File: src/rtl/fetch_stage.sv
`default_nettype none
// ============================================================================
// Module   : fetch_stage
// Brief    : RV32I instruction-fetch stage with the IF/ID pipeline register.
//            Holds the PC, drives the instruction-memory address, and latches
//            the fetched word, its PC and PC+4. Honours stall, flush and
//            redirect requests; flags misaligned redirect targets.
// Revision : 1.0 - initial release
// ============================================================================
module fetch_stage #(
  parameter logic [31:0] RESET_PC  = 32'h0000_0000,
  parameter logic [31:0] NOP_INSTR = 32'h0000_0013
) (
  input  logic        clk,
  input  logic        rst,
  input  logic        stall,
  input  logic        flush,
  input  logic        redirect_valid,
  input  logic [31:0] redirect_pc,
  output logic [31:0] imem_addr,
  input  logic [31:0] imem_rdata,
  output logic [31:0] if_id_instr,
  output logic [6:0]  if_id_opcode,
  output logic [31:0] if_id_pc,
  output logic [31:0] if_id_pc_plus4,
  output logic        if_id_valid,
  output logic        misalign
);

  logic [31:0] pc;
  logic [31:0] pc_next_seq;

  // Sequential successor of the current PC; wraps modulo 2^32.
  always_comb begin
    pc_next_seq = pc + 32'd4;
  end

  // PC and IF/ID register update: rst > redirect > flush > stall > advance.
  // A bubble only replaces instr/valid; the pc fields keep their old values.
  always_ff @(posedge clk) begin
    if (rst) begin
      pc             <= RESET_PC;
      if_id_instr    <= NOP_INSTR;
      if_id_pc       <= 32'd0;
      if_id_pc_plus4 <= 32'd4;
      if_id_valid    <= 1'b0;
    end else if (redirect_valid) begin
      // The low bits are dropped so imem_addr stays word aligned.
      pc          <= {redirect_pc[31:2], 2'b00};
      if_id_instr <= NOP_INSTR;
      if_id_valid <= 1'b0;
    end else if (flush) begin
      if (!stall) begin
        pc <= pc_next_seq;
      end
      if_id_instr <= NOP_INSTR;
      if_id_valid <= 1'b0;
    end else if (!stall) begin
      pc             <= pc_next_seq;
      if_id_instr    <= imem_rdata;
      if_id_pc       <= pc;
      if_id_pc_plus4 <= pc_next_seq;
      if_id_valid    <= 1'b1;
    end
  end

  // Sticky misaligned-target flag; cleared only by reset, never blocks fetch.
  always_ff @(posedge clk) begin
    if (rst) begin
      misalign <= 1'b0;
    end else if (redirect_valid && (redirect_pc[1:0] != 2'b00)) begin
      misalign <= 1'b1;
    end
  end

  // The memory address is the PC register itself; the opcode is a pure slice.
  always_comb begin
    imem_addr    = pc;
    if_id_opcode = if_id_instr[6:0];
  end

endmodule
`default_nettype wire

File: config.mk
export PLATFORM = sky130hd
export DESIGN_NAME = fetch_stage
export DESIGN_NICKNAME = d
export VERILOG_FILES = /design/src/rtl/fetch_stage.sv
export SDC_FILE = /design/constraint.sdc
export NUM_CORES = 1
export LEC_CHECK = 0
export ABC_AREA = 1
export CAP_MARGIN = 20
export CORE_MARGIN = 2
export CORE_UTILIZATION = 50
export CTS_BUF_LIST = sky130_fd_sc_hd__clkbuf_2
export DETAILED_ROUTE_END_ITERATION = 7
export PLACE_DENSITY_LB_ADDON = 0.15
export SETUP_SLACK_MARGIN = 0.1
export SYNTH_ARGS = -nofsm -noshare
export SYNTH_HDL_FRONTEND = slang
export SYNTH_SLANG_ARGS = --single-unit
File: constraint.sdc
create_clock -name clk -period 4.85 [get_ports clk]
set_clock_uncertainty 0.2 [all_clocks]
set_input_delay 0.97 -clock clk [delete_from_list [all_inputs] [get_ports clk]]
set_output_delay 0.97 -clock clk [all_outputs]
set_load 0.01 [all_outputs]
==> run_results.csv, run 1 <==
group,metric,value,unit
run_status,status,"complete, no violations",
sta,fin_crit_sh,62.1,%
floorplan,die_w,110,um
clocking,ctsLongestPathBuffers,2,
global_routing,grt_max_degree,79,
detailed_routing,viasPerCell,5.13,
clocking,cts.repair.resized,0,
detailed_routing,drtIter0Drc,403,
clocking,post_cts_buffers,0,
sta,rsz0062_at_grt,"no",
global_routing,grt_pass1_wl,25800,um
final_layout,fin_nets,1037,
sta,relSlewSlack,34.6,%
critical_path,path_delay_family,"buffers and inverters",
final_layout,area_delta_synth_final,39.5,%
clocking,clockRootBuffer,"clkbuf_2",
clocking,htree_num_levels,4,
sta,max_freq,332,MHz
final_layout,layout-drive-gt1-share,6.66,%
global_routing,gr-total-overflow,0,
logic_synthesis,seq_area_frac_synth,44.6,%
sta,final_max_slew_viol_count,0,
sta,hold_viol_final,0,
floorplan,fp.dieArea,0.0120,mm^2
critical_path,r2r_cells,10,
detailed_routing,dr.pass1.iters,5,
final_layout,layout_common_cells,"nand2_1, clkdlybuf4s50_1, dfxtp_1, nor2_1, inv_1",
floorplan,die_h,110,um
logic_synthesis,synth_area,0.00557,mm^2
critical_path,criticalPathCategory,"flop to output pin",
worst_hold_path,holdPathStages,2,
placement,io_buffers,199,
floorplan,start_util,51.3,%
sta,setup_viol,0,
final_layout,final_common_cell,"nand2_1",
critical_path,cp_slowest_stage_delay,600,ps
clocking,clkSinkCount,124,
critical_path,crit_buf_inv,1,
power_and_ir_drop,peakVddDrop,234,uV
power_and_ir_drop,p_leak,3.28,nW
worst_hold_path,hp-class,"flop to flop",
global_routing,grt_util_all_layers,28.2,%
floorplan,row_count,38,
clocking,cts_tree,"done",
critical_path,cp_max_fo,5,
critical_path,start_kind,"flop",
clocking,clk_latency,700,ps
logic_synthesis,ys_ff_latch,124,
critical_path,crit_cells,1,
detailed_routing,drc,0,
critical_path,ff2ff_setup_slack,2810,ps
detailed_routing,wire_per_inst,15.1,um
clocking,clk_pin_slew,170,ps
logic_synthesis,yosysWarningCount,0,
detailed_routing,routed_wl,16800,um
logic_synthesis,synth_area_per_cell,7.04,um^2
global_routing,antenna_found_initial,0,
critical_path,path_cells,"clkdlybuf4s50_1",
critical_path,cp.arrival,1840,ps
clocking,cts_hold_buf,0,
sta,worstMarginPinSlew,980,ps
final_layout,diodes,0,
global_routing,grt_pass1_vias,5393,
critical_path,crit_slowest_cell,"clkdlybuf4s50_1",
clocking,cts_buffers,17,
placement,dp_worst_setup_slack,1460,ps
sta,hold-worst-slack,268,ps
detailed_routing,via_count,5720,
placement,dp_hpwl,12200,um
sta,finalSetupTns,0,ps
detailed_routing,ant_nets,0,
floorplan,io_pins,206,
placement,gp_congestion,0.893,
sta,min_period,3010,ps
job,maxCapViolations,0,
floorplan,core,0.0108,mm^2
critical_path,worstPathRequired,3680,ps
logic_synthesis,synth_cell_type_count,29,
logic_synthesis,syn-instance-count,791,
sta,fin_ws,1840,ps
power_and_ir_drop,powerDensity,274,mW/mm^2
critical_path,endpoint_kind,"output pin",
-- cell families (layout without fill, tap and decap cells) --
logic type / count (synthesis) / in the layout / synth area share (%)
DFF: 124 / 124 / 44.6
adders and majority gates: 1 / 1 / 0.225
AOI/OAI and AO/OA: 163 / 163 / 15.3
buffers and inverters: 134 / 314 / 10.3
and+or+nand+nor: 353 / 353 / 26.8
other: 1 / 6 / 0.0674
xor gates and xnor gates: 15 / 15 / 2.77
-- power breakdown --
part | total [mW] | internal, mW | switching, mW | leakage [nW]
Clock | 0.692 | 0.325 | 0.367 | 0.150
Sequential | 1.11 | 1.06 | 0.0438 | 1.01
Combinational | 0.330 | 0.169 | 0.161 | 2.12
-- cell type report --
class                      instances  area (um^2)
fill                             903         3070
multi-input combinational        538         2530
sequential                       124         2480
timing repair buffer             205         2030
inverter                          81          304
tap                              140          175
clock inverter                    10          151
clock buffer                      18         90.1
-- final timing paths --
check / startpoint / end
worst min-delay path: misalign$_SDFFE_PP0P_ / misalign$_SDFFE_PP0P_
worst max register to register: imem_addr[3]$_SDFFE_PP0P_ / if_id_pc_plus4[30]$_SDFFE_PP0P_
worst min register to register: misalign$_SDFFE_PP0P_ / misalign$_SDFFE_PP0P_
worst max-delay path: imem_addr[12]$_SDFFE_PP0P_ / imem_addr[12]
-- state kept, by name (all words and copies together), names as in the netlist --
| signal | flops |
|---|---|
| if_id_pc_plus4 | 30 |
| if_id_instr | 32 |
| imem_addr | 30 |
| if_id_pc | 30 |
| misalign | 1 |
| if_id_valid | 1 |
-- metal layers --
metal | routed length, um | vias to the layer above | share of wire (%) | track usage (%)
met2 | 8090 | 265 | 48 | 46.8
met5 | 0 | - | 0 | 0
met3 | 1560 | 31 | 9.2 | 9.96
li1 | - | 2811 | - | -
met1 | 6810 | 2613 | 40 | 33.3
met4 | 391 | 0 | 2.3 | 11.0
-- synthesized netlist by cell type --
library cell  number  area share [%]
clkbuf_1          24             1.6
nor2_1           106             7.1
buf_4             15             2.0
o21ai_1            7            0.63
nor2_2             7            0.79
nor3_1             2            0.18
inv_2              4            0.27
buf_1              5            0.34
a22o_1             5            0.79
a31oi_1            7            0.79
nand2_4            2            0.40
and2_1             1            0.11
nand2_2            7            0.79
xor2_1             9             1.4
o21ai_0           70             6.3
a22oi_1            1            0.13
xnor2_1            3            0.47
nand2_1          200              13
conb_1             1           0.067
nand3_1           19             1.7
xor2_2             3            0.88
nor2_8             2            0.72
a21o_1             3            0.40
nor2_4             7             1.4
a21oi_1           70             6.3
ha_1               1            0.22
dfxtp_1          124              45
buf_2              9            0.81
inv_1             77             5.2
-- per-stage QoR --
step                util [%]  instance area [um^2]  instances  power [mW]
CTS                     71.6                  7770       1116        2.14
finish                  71.6                  7770       1116        2.13
floorplan                  -                  5580        796        1.27
detailed placement      69.4                  7520       1088        1.46
global route            71.6                  7770       1116        2.22
global placement        69.4                  7520       1088        1.45
(Power assumes the default switching activity.)
==> run 2: changes to the inputs <==
--- a/config.mk
+++ b/config.mk
@@ -8,7 +8,7 @@
 export ABC_AREA = 1
 export CAP_MARGIN = 20
 export CORE_MARGIN = 2
-export CORE_UTILIZATION = 50
+export CORE_UTILIZATION = 46
 export CTS_BUF_LIST = sky130_fd_sc_hd__clkbuf_2
 export DETAILED_ROUTE_END_ITERATION = 7
 export PLACE_DENSITY_LB_ADDON = 0.15
==> constraint.sdc (replaced) <==
create_clock -name clk -period 3.04 [get_ports clk]
set_clock_uncertainty 0.2 [all_clocks]
set_input_delay 0.608 -clock clk [delete_from_list [all_inputs] [get_ports clk]]
set_output_delay 0.608 -clock clk [all_outputs]
set_load 0.01 [all_outputs]
==> run 2 against run 1 <==
Die area is 8.4% higher. Setup slack worse by 1500 ps. Critical path depth stayed put. Final area is 0.55% lower. Via count is 3.3% lower. Non-clock buffer count is 5 higher. Utilization is 6.8 points lower. Flip-flop and latch count stayed put. Critical path type unchanged. Highest routed layer unchanged.
==> run_results.csv, run 2 (synthesized netlist as in run 1, its figures left out) <==
group,metric,value,unit
run_status,status,"complete, no violations",
power_and_ir_drop,powerDensity,402,mW/mm^2
global_routing,grt_pass1_wl,26100,um
detailed_routing,drc,0,
clocking,clk_pin_slew,160,ps
placement,dpl_cell_area,0.00756,mm^2
power_and_ir_drop,combPwrFrac,16.8,%
global_routing,grt_pass1_vias,5284,
critical_path,criticalPathCategory,"flop to output pin",
floorplan,io_pins,206,
critical_path,cp.arrival,1850,ps
detailed_routing,wire_per_inst,14.3,um
clocking,cts_tree,"done",
power_and_ir_drop,pwr-share-seq,56.9,%
global_routing,gr-usage-met3,9.67,%
final_layout,area_delta_synth_final,38.8,%
power_and_ir_drop,peakVddDrop,284,uV
worst_hold_path,hp-class,"input port to flop",
detailed_routing,ant_nets,0,
final_layout,fin_nets,1042,
global_routing,busiest_layer,"met2",
floorplan,row_count,40,
global_routing,antenna_found_initial,0,
sta,relSlewSlack,51.7,%
floorplan,start_util,46.7,%
floorplan,fp.dieArea,0.0130,mm^2
global_routing,grt_util_all_layers,25.5,%
critical_path,r2r_start,"imem_addr[2]$_SDFFE_PP0P_",
sta,finalSetupTns,0,ps
critical_path,crit_buf_inv,1,
power_and_ir_drop,switching_share,28.1,%
critical_path,cp-startpoint,"imem_addr[10]$_SDFFE_PP0P_",
global_routing,gr-total-overflow,0,
final_layout,diodes,0,
sta,worstMarginPinSlew,724,ps
power_and_ir_drop,p_int,2.23,mW
final_layout,fillers,1126,
final_layout,largest-register,"if_id_instr",
clocking,clkSinkCount,124,
final_layout,layout-drive-gt1-share,6.64,%
sta,max_freq,377,MHz
final_layout,layout_common_cells,"nand2_1, clkdlybuf4s50_1, dfxtp_1, nor2_1, inv_1",
detailed_routing,dr.pass1.iters,5,
detailed_routing,routed_wl,16100,um
global_routing,met2_usage,41.7,%
detailed_routing,viasPerCell,4.91,
job,maxCapViolations,0,
power_and_ir_drop,clockPowerShare,26.3,%
critical_path,path_cells,"clkdlybuf4s50_1",
critical_path,ff2ff_setup_slack,1090,ps
critical_path,worstPathRequired,2230,ps
sta,final_max_slew_viol_count,0,
sta,setup_viol,0,
critical_path,crit_cells,1,
power_and_ir_drop,p_leak,3.26,nW
clocking,clk_latency,690,ps
detailed_routing,via_count,5530,
power_and_ir_drop,p_switching,0.874,mW
critical_path,crit_slowest_cell,"clkdlybuf4s50_1",
clocking,post_cts_buffers,0,
power_and_ir_drop,power,3.11,mW
critical_path,r2r_cells,10,
clocking,ctsLongestPathBuffers,2,
critical_path,path_delay_family,"buffers and inverters",
critical_path,endpoint,"imem_addr[10]",
floorplan,die_h,114,um
sta,hold_viol_final,0,
critical_path,cp_max_fo,6,
global_routing,grtUsageMet1,30.9,%
sta,fin_crit_sh,87.4,%
placement,dp_hpwl,11600,um
final_layout,final_area,0.00772,mm^2
detailed_routing,drtIter0Drc,356,
global_routing,grt_max_degree,79,
final_layout,largest_reg_flops,32,
critical_path,start_kind,"flop",
placement,gp_congestion,0.908,
placement,io_buffers,199,
floorplan,core,0.0119,mm^2
critical_path,cp_slowest_stage_delay,610,ps
floorplan,die_w,114,um
sta,min_period,2660,ps
final_layout,final_common_cell,"nand2_1",
critical_path,reg2reg_to,"imem_addr[20]$_SDFFE_PP0P_",
clocking,clockRootBuffer,"clkbuf_2",
critical_path,endpoint_kind,"output pin",
clocking,cts_buffers,17,
sta,rsz0062_at_grt,"no",
clocking,htree_num_levels,4,
[run 2: changes by cell type in the layout (fill, tap and decap cells not counted)]
cell,change
buf_4,+4
clkinv_1,+2
clkinv_2,-1
dlygate4sd3_1,+1
bufinv_16,-3
clkbuf_2,+1
clkinv_4,-1
[run 2: repair_timing]
item	CTS	global route
gates resized for setup	0	0
hold endpoints to repair	3	0
hold buffers	1	0
endpoints found under the setup margin	0	0
[run 2: tightest hold or removal path, stage by stage]
cell             delay, ps
clkdlybuf4s50_1        390
nand2_1                 60
a21oi_1                 50
[run 2: worst min-delay path by stage]
| stage | from | slack (ps) | end | cells past startpoint |
|---|---|---|---|---|
| 6_report | imem_rdata[15] | 260 | if_id_instr[15]$_SDFFE_PP0N_ | 3 |
| 5_1_grt | imem_rdata[6] | 190 | if_id_instr[6]$_SDFFE_PP0N_ | 3 |
| 4_1_cts | imem_rdata[6] | 200 | if_id_instr[6]$_SDFFE_PP0N_ | 3 |
| 3_5_place_dp | if_id_pc_plus4[2]$_SDFFE_PP1P_ | 240 | if_id_pc_plus4[2]$_SDFFE_PP1P_ | 1 |
| 3_3_place_gp | misalign$_SDFFE_PP0P_ | 240 | misalign$_SDFFE_PP0P_ | 2 |
| 2_1_floorplan | misalign$_SDFFE_PP0P_ | 270 | misalign$_SDFFE_PP0P_ | 2 |
[run 2: per-layer routing]
layer	routed length [um]	part of all wire, %
met1	6790	42
met2	7420	46
met5	0	0
met4	292	1.8
met3	1580	9.8
[run 2: final cells by class]
| class | instances | area, um^2 | area share, % |
|---|---|---|---|
| multi-input combinational | 538 | 2530 | 32.8 |
| sequential | 124 | 2480 | 32.1 |
| timing repair buffer | 210 | 2070 | 26.8 |
| inverter | 81 | 304 | 3.94 |
| tap | 147 | 184 | 2.38 |
| clock buffer | 19 | 95.1 | 1.23 |
| clock inverter | 7 | 55.1 | 0.713 |
[run 2: stage by stage]
stage / hold slack, ps / worst slack [ps] / cells / utilization (%)
3_3_place_gp: 238 / 472 / 1099 / 63.5
4_1_cts: 203 / 328 / 1126 / 64.8
2_1_floorplan: 274 / 1190 / 796 / -
5_1_grt: 189 / 271 / 1126 / 64.8
6_report: 260 / 384 / 1126 / 64.8
3_5_place_dp: 245 / 426 / 1099 / 63.5
[run 2: power groups by stage]
stage	logic, mW	registers, mW	clock network [mW]
6_report	0.523	1.77	0.817
5_1_grt	0.574	1.78	0.914
4_1_cts	0.527	1.77	0.838
3_5_place_dp	0.523	1.80	0
3_3_place_gp	0.519	1.80	0
2_1_floorplan	0.213	1.82	0
==> RTL change 1 (config.mk and constraints of run 2) <==
Reset style: asynchronous (`rst`), changed in 2 clocked blocks.
--- a/src/rtl/fetch_stage.sv
+++ b/src/rtl/fetch_stage.sv
@@ -38,5 +38,5 @@
   // PC and IF/ID register update: rst > redirect > flush > stall > advance.
   // A bubble only replaces instr/valid; the pc fields keep their old values.
-  always_ff @(posedge clk) begin
+  always_ff @(posedge clk or posedge rst) begin
     if (rst) begin
       pc             <= RESET_PC;
@@ -66,5 +66,5 @@
 
   // Sticky misaligned-target flag; cleared only by reset, never blocks fetch.
-  always_ff @(posedge clk) begin
+  always_ff @(posedge clk or posedge rst) begin
     if (rst) begin
       misalign <= 1'b0;
Behaviour: differs if rst is asserted again (counterexample within 4 cycles, from zero or initial values and one cycle with rst high); with rst held inactive, the same outputs for 4 cycles.
==> RTL change 1 against run 2 <==
Count of clock-buffer cells in the layout increased by 2. Sequential cell count unchanged. Final area increased by 5.1%. Maximum frequency increased by 1.5%. Worst hold slack got worse by 59 ps. Wire length decreased by 0.53%. Synthesized area increased by 5.4%. Via count decreased by 6.2%. Worst setup slack improved by 38 ps. Utilization about the same. Critical endpoint is now imem_addr[4].
Power is not compared: it rests on default switching activity, and its combinational part moved more than twofold at a synthesized area within 25%.
==> RTL change 1: results (changes against run 2) <==
Global routing
  • Tot GR Track Use: 0.236 (-0.0190)
  • Pin count of the biggest net entering global routing: 98 (+24%)
  • First-pass GRT wire length: 24,900 um (-4.6%)
  • Antenna violations before repair: 0 (unchanged)
  • Vias in the first global route: 5,039 (-4.6%)

Clocking
  • Latest clock arrival within the worst-skew pair: 690 ps (about the same)
  • Clock Path Buffers: 2 (unchanged)
  • Clock transition at path regs: 170 ps
  • H-tree levels: 4 (unchanged)
  • CTS Buf Count: 17 (unchanged)
  • Root Buffer: clkbuf_2
  • Number of setup buffers added after CTS: 0 (unchanged)

Power and ir drop
  • Peak VDD IR: 0.261 mV
  • Static Leak: 3.93 nW

Logic synthesis
  • Count of cell types in the netlist: 30 (+3.4%)
  • Ys async rst share: 1.00 (+1.00)
  • Sequential share of the synthesized area: 0.530 (+0.0838)
  • Top cells by area, synth: dfrtp_1, nand2_1, o21ai_0
  • Top cells by count, synth: nand2_1, dfrtp_1, inv_1
  • Warnings, synthesis: 0 (unchanged)

Detailed routing
  • Routed WL: 16,000 um (-0.53%)
  • Post-route DRC: 0 (unchanged)
  • Vias/cell: 4.91 (-0.12%)
  • Initial DRC Count: 327 (-8.1%)

Critical path
  • Reg2reg start: imem_addr[2]
  • Critical path's top delay family: buffers and inverters
  • Reg2reg path depth: 10 (unchanged)
  • Reg2reg end: imem_addr[26]
  • Worst setup startpoint: imem_addr[4]
  • Arrival time worst endpoint: 1810 ps (-40 ps)
  • End of the critical path: imem_addr[4]
  • Largest fanout on the critical path: 6 (unchanged)
  • Crit-path slowest cell: clkdlybuf4s50_1
  • CP max stage delay: 590 ps (-20 ps)
  • Flop2flop setup slack: 1040 ps (-50 ps)

Placed design
  • Hpwl dp: 11,600 um (+0.12%)
  • Dpl ws: 407 ps (-18.9 ps)
  • Placed cell area: 7960 sq um (+5.2%)
  • PortBufs: 199 (unchanged)
  • RePlAce Congestion: 0.856 (-5.7%)

Cells and area
  • Share of cells above drive strength 1: 0.0768 (+0.0104)
  • Reg with most FFs: if_id_instr
  • Max reg flops: 32 (unchanged)
  • N_diodes: 0 (unchanged)
  • NumNets Final: 942 (-9.6%)

Timing
  • Slew @ Worst Pin: 839 ps (+115 ps)
  • Post-route worst setup slack: 423 ps (+38.3 ps)
  • Worst hold slack: 201 ps (-59.0 ps)

Worst hold path
  • Min-delay worst type: input port to async pin

Outcome
  • Outcome: finished clean
-- RTL change 1: cell types whose count changed after synthesis, sizes merged, moves of 4 or more --
cell,delta
a21oi,-70
dfxtp,-124
dfstp,+4
a22o,+24
nand3,-6
inv,-15
o21ai,-18
dfrtp,+120
a31oi,-7
nand2,+65
o211ai,+5
clkbuf,-13
nor2,-77
-- RTL change 1: through the flow --
stage	std cells	power, W	utilization
6_report	1057	0.00385	0.648
5_1_grt	1057	0.00408	0.648
4_1_cts	1057	0.00390	0.648
3_5_place_dp	1025	0.00310	0.636
3_3_place_gp	1025	0.00308	0.636
2_1_floorplan	686	0.00247	-
-- RTL change 1: cell families after synthesis --
group                      after synthesis  share of synthesized area
xor gates and xnor gates                15                     0.0275
DFF                                    124                      0.530
and+or+nand+nor                        334                      0.248
buffers and inverters                  106                     0.0823
adders and majority gates                1                    0.00213
AOI/OAI and AO/OA                      100                      0.110
other                                    1                   0.000639
-- RTL change 1: layout make-up --
cell class,count,area [sq um]
well taps,172,215
repair buffers,207,2080
clock inverters,11,53.8
inverters,66,251
flip-flops and latches,124,3110
multi-input cells,456,2300
fillers,1107,4400
clock buffers,21,105
-- RTL change 1: worst register-to-register path, stage by stage (launching register included) --
cell and delay, ps:
dfrtp_1 530, ha_1 260, nand2_2 110, nor2_8 170, nand2_8 110, nor2_8 180, nand2_1 80, nand2_1 70
nand2_1 70, nand2_1 80, nand2_1 50
-- RTL change 1: report_power, final --
part | total [W] | internal (W) | switching, W
registers | 0.00201 | 0.00185 | 0.000164
logic | 0.00105 | 0.000557 | 0.000490
clock network | 0.000791 | 0.000205 | 0.000586
-- RTL change 1: metal layers --
layer	track usage	wire (um)
met5	0	0
met4	0.0949	325
met3	0.0659	1200
met2	0.383	7520
met1	0.301	6950
==> RTL change 2 (config.mk and constraints of run 2) <==
Made on the original files. The parameter `NOP_INSTR` goes from 32'h0000_0013 to 32'h00000009.
--- a/src/rtl/fetch_stage.sv
+++ b/src/rtl/fetch_stage.sv
@@ -10,5 +10,5 @@
 module fetch_stage #(
   parameter logic [31:0] RESET_PC  = 32'h0000_0000,
-  parameter logic [31:0] NOP_INSTR = 32'h0000_0013
+  parameter logic [31:0] NOP_INSTR = 32'h00000009
 ) (
   input  logic        clk,
Behaviour: not the same (Yosys sat finds a counterexample within 4 cycles, from zero or initial values and one cycle with rst high).
==> RTL change 2 against run 2 <==
Utilization increased by 0.53 points. Synthesized area about the same. Combinational power grew 1%. Power is 2.2% higher. Worst setup slack improved by 23 ps. Non-clock buffer count grew 3. Wire length hardly changed. Sequential cell count did not move. Final area is 0.81% higher. Largest power group unchanged.
==> RTL change 2: results (changes against run 2) <==
Logic synthesis
  • Count of cell types in the netlist: 29 (unchanged)
  • Synth Flop Type: dfxtp_1
  • Ys async rst share: 0 (unchanged)
  • Top cells by area, synth: dfxtp_1, nand2_1, nor2_1
  • Warnings, synthesis: 0 (unchanged)
  • Top cells by count, synth: nand2_1, dfxtp_1, nor2_1
  • Sequential share of the synthesized area: 0.446 (about the same)

Placed design
  • RePlAce Congestion: 0.894 (-1.5%)
  • Hpwl dp: 11,700 um (+1.3%)
  • Dpl ws: 583 ps (+157 ps)
  • PortBufs: 199 (unchanged)

Detailed routing
  • Drt wl/cell: 14.2 um (-0.70%)
  • Via count: 5,551 (+0.38%)
  • Post-route DRC: 0 (unchanged)
  • Drt first pass iters: 5 (unchanged)
  • Initial DRC Count: 400 (+12%)

Global routing
  • Tot GR Track Use: 0.251 (-0.00363)
  • Vias in the first global route: 5,239 (-0.85%)
  • Antenna violations before repair: 0 (unchanged)
  • First-pass GRT wire length: 25,500 um (-2.2%)
  • Pin count of the biggest net entering global routing: 79 (unchanged)

Clocking
  • CTS Buf Count: 17 (unchanged)
  • Clock Path Buffers: 2 (unchanged)
  • Clock transition at path regs: 170 ps
  • Latest clock arrival within the worst-skew pair: 700 ps
  • Root Buffer: clkbuf_2
  • Post-cts gate resize count: 0 (unchanged)
  • H-tree levels: 4 (unchanged)

Cells and area
  • Reg with most FFs: if_id_instr
  • Fill cell count: 1,120 (-0.53%)
  • Share of cells above drive strength 1: 0.0729 (+0.00648)
  • Max reg flops: 32 (unchanged)
  • NumNets Final: 1,045 (+0.29%)
  • N_diodes: 0 (unchanged)

Power and ir drop
  • Peak VDD IR: 0.266 mV (-6.4%)
  • Static Leak: 3.29 nW (+0.94%)
  • Switching Fraction: 0.287 (+0.00540)

Critical path
  • Largest fanout on the critical path: 6 (unchanged)
  • CP max stage delay: 600 ps
  • Arrival time worst endpoint: 1820 ps (-30 ps)
  • Critical path's top delay family: buffers and inverters
  • Crit-path slowest cell: clkdlybuf4s50_1

Timing
  • Max-Slew Margin vs Limit: 0.621 (+0.104)

Worst hold path
  • Min-delay worst type: input port to flip-flop

Outcome
  • Outcome: finished clean
[RTL change 2: cell types whose count changed after synthesis]
cell             run 2  this run
a21oi_1             70        71
buf_1                5         4
clkbuf_1            24        25
nand2_1            200       202
nand2_2              7         5
nand3_1             19        18
[RTL change 2: power groups by stage]
stage	sequential, W	combinational [W]	clock [W]
5_1_grt	0.00178	0.000582	0.000966
2_1_floorplan	0.00182	0.000213	0
3_3_place_gp	0.00180	0.000522	0
3_5_place_dp	0.00180	0.000527	0
6_report	0.00177	0.000528	0.000880
4_1_cts	0.00177	0.000530	0.000902
[RTL change 2: cells by family (layout without fill, tap and decap cells)]
family,Yosys count,count (layout),share of synthesized area
simple gates,352,352,0.266
compound gates,164,164,0.154
buf+inv,134,326,0.103
flops,124,124,0.446
xor+xnor,15,15,0.0277
fa+ha+maj,1,1,0.00225
other cells,1,6,0.000674
[RTL change 2: path summary, 6_finish.rpt]
path	from	endpoint	slack (ps)	cells past startpoint
worst min register to register	if_id_instr[11]	if_id_instr[11]	270	2
worst max register to register	imem_addr[3]	imem_addr[20]	1040	10
worst max-delay path	imem_addr[10]	imem_addr[10]	410	1
worst min-delay path	imem_rdata[22]	if_id_instr[22]	240	3
[RTL change 2: layer usage]
layer | GRT usage | wire length (um) | vias up
met1 | 0.290 | 6760 | 2459
met3 | 0.124 | 1730 | 25
met2 | 0.408 | 7290 | 232
li1 | - | - | 2835
met4 | 0.0829 | 316 | 0
met5 | 0 | 0 | -
[RTL change 2: metrics by stage]
step	utilization	instances	area [sq um]	hold WS [ps]
4_1_cts	0.654	1135	7790	186
3_5_place_dp	0.638	1102	7590	254
2_1_floorplan	-	796	5580	274
3_3_place_gp	0.638	1102	7590	242
5_1_grt	0.654	1135	7790	188
6_report	0.654	1135	7790	240
[RTL change 2: final cells by class]
type / count / area [sq um] / area share
Sequential cell: 124 / 2480 / 0.319
Timing Repair Buffer: 213 / 2110 / 0.271
Multi-Input combinational cell: 538 / 2530 / 0.324
Clock buffer: 21 / 105 / 0.0135
Tap cell: 147 / 184 / 0.0236
Inverter: 81 / 304 / 0.0390
Clock inverter: 11 / 77.6 / 0.00996
[RTL change 2: what timing repair did]
action	CTS	global route
hold buffers	1	0
endpoints found under the hold margin	3	0
setup buffers	0	0
setup endpoints to repair	0	0
